<file path="src/rtl/common_fifo_1w2r_dffram_pkg.sv">
// Shared helpers for the one-write/two-read FIFO.
package common_fifo_1w2r_dffram_pkg;

  localparam int MAX_POPS = 2;

  // A request of 3 saturates to the two read ports available.
  function automatic logic [1:0] clamp_pop(input logic [1:0] req);
    return req[1] ? 2'd2 : req;
  endfunction

endpackage

</file>
<file path="src/rtl/common_fifo_1w2r_dffram_ram.sv">
// Flop-based storage: one write port (A), two asynchronous read ports (B, C).
module common_dffram_3a1w2r #(
  parameter int DATA_WIDTH = 8,
  parameter int DEPTH      = 8,
  parameter int AW         = 3
) (
  input  logic                  clk,
  input  logic                  reset,
  input  logic                  a_we,
  input  logic [AW-1:0]         a_addr,
  input  logic [DATA_WIDTH-1:0] a_wdata,
  input  logic [AW-1:0]         b_addr,
  output logic [DATA_WIDTH-1:0] b_rdata,
  input  logic [AW-1:0]         c_addr,
  output logic [DATA_WIDTH-1:0] c_rdata
);

  logic [DATA_WIDTH-1:0] mem_q [DEPTH];
  logic [DATA_WIDTH-1:0] mem_d [DEPTH];

  always_comb begin
    mem_d = mem_q;
    if (a_we) mem_d[a_addr] = a_wdata;
  end

  always_ff @(posedge clk or posedge reset) begin
    if (reset) begin
      for (int i = 0; i < DEPTH; i++) mem_q[i] <= '0;
    end else begin
      mem_q <= mem_d;
    end
  end

  assign b_rdata = mem_q[b_addr];
  assign c_rdata = mem_q[c_addr];

endmodule

</file>
<file path="src/rtl/common_fifo_1w2r_dffram.sv">
// FIFO with a single push port and up to two pops per cycle; zero-latency reads.
module common_fifo_1w2r_dffram
  import common_fifo_1w2r_dffram_pkg::*;
#(
  parameter int DATA_WIDTH = 8,
  parameter int DEPTH      = 8
) (
  input  logic                         clk,
  input  logic                         reset,
  input  logic                         push_valid,
  output logic                         push_ready,
  input  logic [DATA_WIDTH-1:0]        push_data,
  input  logic [1:0]                   pop_req,
  output logic                         pop0_valid,
  output logic [DATA_WIDTH-1:0]        pop0_data,
  output logic                         pop1_valid,
  output logic [DATA_WIDTH-1:0]        pop1_data,
  output logic [$clog2(DEPTH+1)-1:0]   count,
  output logic                         empty,
  output logic                         full,
  output logic                         err_underflow
);

  localparam int AW = (DEPTH > 1) ? $clog2(DEPTH) : 1;
  localparam int CW = $clog2(DEPTH + 1);

  logic [AW-1:0] wptr_q, wptr_d, rptr_q, rptr_d;
  logic [CW-1:0] count_q, count_d, req_c, npop;
  logic          err_q, err_d, push_acc;

  always_comb begin
    req_c    = CW'(clamp_pop(pop_req));
    npop     = (req_c > count_q) ? count_q : req_c;
    // Full blocks pushes regardless of a same-cycle pop.
    push_acc = push_valid && (count_q != CW'(DEPTH));
    count_d  = count_q + CW'(push_acc) - npop;
    wptr_d   = wptr_q + AW'(push_acc);
    // DEPTH is a power of two, so truncation gives the modulo wrap.
    rptr_d   = rptr_q + npop[AW-1:0];
    err_d    = err_q | (req_c > count_q);
  end

  always_ff @(posedge clk or posedge reset) begin
    if (reset) begin
      wptr_q  <= '0;
      rptr_q  <= '0;
      count_q <= '0;
      err_q   <= 1'b0;
    end else begin
      wptr_q  <= wptr_d;
      rptr_q  <= rptr_d;
      count_q <= count_d;
      err_q   <= err_d;
    end
  end

  common_dffram_3a1w2r #(
    .DATA_WIDTH (DATA_WIDTH),
    .DEPTH      (DEPTH),
    .AW         (AW)
  ) u_ram (
    .clk     (clk),
    .reset   (reset),
    .a_we    (push_acc),
    .a_addr  (wptr_q),
    .a_wdata (push_data),
    .b_addr  (rptr_q),
    .b_rdata (pop0_data),
    .c_addr  (rptr_q + AW'(1)),
    .c_rdata (pop1_data)
  );

  assign count         = count_q;
  assign empty         = (count_q == '0);
  assign full          = (count_q == CW'(DEPTH));
  assign push_ready    = !full;
  assign pop0_valid    = (count_q != '0);
  assign pop1_valid    = (count_q >= CW'(2));
  assign err_underflow = err_q;

endmodule

</file>
<file path="config.mk">
export PLATFORM = sky130hd
export DESIGN_NAME = common_fifo_1w2r_dffram
export DESIGN_NICKNAME = d
export VERILOG_FILES = /design/src/rtl/common_fifo_1w2r_dffram_pkg.sv /design/src/rtl/common_fifo_1w2r_dffram_ram.sv /design/src/rtl/common_fifo_1w2r_dffram.sv
export SDC_FILE = /design/constraint.sdc
export NUM_CORES = 1
export LEC_CHECK = 0
export CAP_MARGIN = 0
export CORE_MARGIN = 3
export CORE_UTILIZATION = 50
export CTS_CLUSTER_SIZE = 20
export DETAILED_ROUTE_END_ITERATION = 16
export GPL_ROUTABILITY_DRIVEN = 1
export HOLD_SLACK_MARGIN = 0.15
export PLACE_DENSITY = 0.76
export SYNTH_ARGS = -nofsm -noshare
export SYNTH_HDL_FRONTEND = slang
export SYNTH_SLANG_ARGS = --single-unit
</file>
<file path="constraint.sdc">
create_clock -name clk -period 2.8 [get_ports clk]
set_input_delay 0.7 -clock clk [delete_from_list [all_inputs] [get_ports clk]]
set_output_delay 0.7 -clock clk [all_outputs]
set_load 0.01 [all_outputs]
</file>
==> flow_metrics.tcl <==
set metrics [dict create \
    start_util_pct 52.75 \
    worst-path-max-fanout 3 \
    postRouteAntennaNets 0 \
    dr_total_vias 2619 \
    placement.io_buffers 38 \
    p_per_area_mw_per_mm2 1489 \
    worst_ep_arrival_time_ns 2.34 \
    yosys.area.top_type_share_pct 44.88 \
    insertion_delay_ns 0.35 \
    place.detailed.hpwl_mm 5.975 \
    synth_fp_nets 295 \
    cts_root_buffer "clkbuf_8" \
    yosys.cell_count.top_type "mux2_2" \
    crit_slowest_cell "mux4_2" \
    routed_wire_length_per_instance_um 20.56 \
    fp.coreArea_mm2 0.007928 \
    layout.nets 379 \
    drive_gt1_share_pct 58.64 \
    path_class "reg -> out" \
    fin_crit_ns 3.036 \
    synth-warning-count 0 \
    tritoncts "built" \
    first_global_vias 2962 \
    timing.max_slew.rel_slack_pct 65.62 \
    grt_first_pass_wirelength_mm 15.78 \
    fp.dieArea_mm2 0.009497 \
    placedCellCount 420 \
    antenna-diode-count 0 \
    tightestPinTransition_ns 0.5149 \
    fp-row-count 32 \
    synth_sequential_area_ratio_pct 44.88 \
    critical_path.cell_chain "ha_4, xor2_4, buf_6, buf_6, mux4_2, mux2_4, buf_6" \
    ys.flop_type "dfrtp_1" \
    ys_seq_elements 75 \
    maxClockFrequency_mhz 329.4 \
    clock_skew_ns 0.004661 \
    outcome "finished, violations left" \
    max_stage_delay_ns 0.49 \
    antenna_found_initial 0 \
    synth.top_cells.by_area "dfrtp_1 (45%), mux2_2 (22%), mux4_2 (16%), ha_1 (4.2%), mux4_1 (1.3%)" \
    hold_viol_final 0 \
    timing.final.setup_violations 9 \
    grt_remaining_overflow 0 \
    synth_area_per_cell_um2 15.72 \
    fin_crit_sh_pct 108.4 \
    clock-sinks 75 \
    yosysTopAreaCell "dfrtp_1" \
    gp_congestion 0.7590 \
    timing.critical_path.required_ns 2.10 \
    timing.final.max_slew_violations 0 \
    post-route-util_pct 66.64 \
    layoutNonFillerInstCount 455 \
    route.detailed.vias_per_inst 5.756 \
    syn-cell-area_mm2 0.004182 \
    clk_pin_slew_ns 0.07 \
    violations "negative setup slack" \
    route.detailed.drc 0 \
    drt-initial-drc-count 122 \
    power.leakage_uw 0.002315 \
    maxCapViolations 0 \
    critical_path.most_common_cell "buf_6" \
    post_synth_inst_count 266 \
    routed_wirelength_mm 9.356 \
    classification_of_the_worst_slack_hold_path "reg -> reg" \
    cts_inserted_buffers 9 \
    groute.usage.overall_pct 21.52 \
    async_flop_share_pct 100.0 \
    ir_drop_v 0.0006662 \
    fp.dieW_um 97.45 \
    cts_htree_levels 3 \
    critical_path.startpoint_type "flip-flop" \
    placedInstanceArea_mm2 0.004872 \
    count_of_unique_library_cells_instantiated_by_yosys 32 \
    ctsLongestPathBuffers 2 \
    detailed_routing_iterations_pass_1 4 \
    number_of_enable_flip_flop_cells_after_synthesis 0 \
    ys_top_cells_by_count "mux2_2 (80), dfrtp_1 (75), mux4_2 (30)" \
    fin_area_mm2 0.005283 \
    grt_start_max_net_pins 30 \
    rsz0062_at_grt "yes" \
    die_h_um 97.45 \
    floorplan.io_pins 39 \
    timing.final.ws_setup_ns -0.2362 \
    critPathCaptureType "primary output" \
    area.growth.synth_to_final_pct 26.33 \
]
==> worst paths after layout <==
kind	endpoint	cells past startpoint	slack (ns)	startpoint
max	pop1_data[1]	7	-0.24	rptr_q[0]
min	err_underflow	1	0.47	err_underflow
max reg2reg	count[1]	10	0.15	count[1]
min reg2reg	err_underflow	1	0.47	err_underflow
max in group asynchronous	rptr_q[0]	3	1.56	reset
min in group asynchronous	u_ram.mem_q[21]	2	0.70	reset
==> per-stage QoR <==
stage               setup WS (ns)  power (uW)  hold WS [ns]  TNS [ns]
global route              -0.2978        8400        0.5252    -1.904
finish                    -0.2362        7867        0.4727    -1.284
CTS                       -0.2377        7923        0.4765    -1.646
floorplan                -0.03210        4969        0.4775  -0.03210
global placement          -0.5952        6422        0.4504    -3.471
detailed placement        -0.6820        6553        0.4555    -4.064
==> report_power, final <==
group	total [uW]	switching [uW]	internal, uW
clock	687	382	306
combinational	5030	1810	3220
sequential	2150	500	1650
==> worst max-delay path: cells and delay by family, from the launching register on <==
family	cells	cell delay (ns)
xor gates and xnor gates	1	0.19
buffers and inverters	3	0.35
DFF	1	0.46
adders and majority gates	1	0.20
muxes	2	0.79
==> placed cells by master, fill, tap and decap left out, types with 3 or more instances in the layout <==
| cell | count |
|---|---|
| mux2_2 | 72 |
| dlygate4sd2_1 | 4 |
| ha_1 | 10 |
| clkdlybuf4s50_1 | 20 |
| nand2_1 | 9 |
| inv_2 | 3 |
| dfrtp_1 | 73 |
| buf_6 | 16 |
| xor2_1 | 4 |
| buf_12 | 4 |
| inv_1 | 8 |
| mux4_2 | 32 |
| clkinv_2 | 4 |
| buf_4 | 34 |
| mux2_4 | 8 |
| clkbuf_8 | 9 |
==> layer usage <==
| metal | vias to the layer above | GRT usage (%) | share of wire [%] |
|---|---|---|---|
| met2 | 50 | 35.85 | 51 |
| met1 | 1370 | 27.30 | 43 |
| met3 | 25 | 5.671 | 3.6 |
| met5 | - | 0 | 0 |
| li1 | 1174 | - | - |
| met4 | 0 | 7.561 | 2.6 |
==> registers in the layout (all words and copies together), names as in the netlist <==
signal and flops:
count 4, err_underflow 1, rptr_q 3, u_ram.mem_q 64
wptr_q 3
==> kinds of logic (layout without fill, tap and decap cells) <==
kind of cell	count (synthesis)	count (layout)	share of synthesized area, %
adders and majority gates	16	16	5.147
DFF	75	75	44.88
xor gates and xnor gates	7	7	1.915
and+or+nand+nor	25	25	4.908
AOI/OAI and AO/OA	4	4	0.6883
muxes	114	114	39.44
buffers and inverters	25	112	3.022
==> timing repair <==
| item | 4_1_cts | 5_1_grt |
|---|---|---|
| pin swaps | 5 | 3 |
| buffers inserted | 19 | 3 |
| endpoints found under the setup margin | 21 | 20 |
| cloned | 1 | 0 |
| hold buffers | 0 | 0 |
| resized for setup | 81 | 13 |
==> layout make-up <==
type	count	area [um2]
clock inverters	4	20.02
inverters	13	63.81
multi-input cells	166	2246
clock buffers	10	127.6
well taps	102	127.6
flip-flops and latches	75	1879
repair buffers	85	818.3
fillers	562	2645
Note: power is estimated with default switching activity, not from simulation.
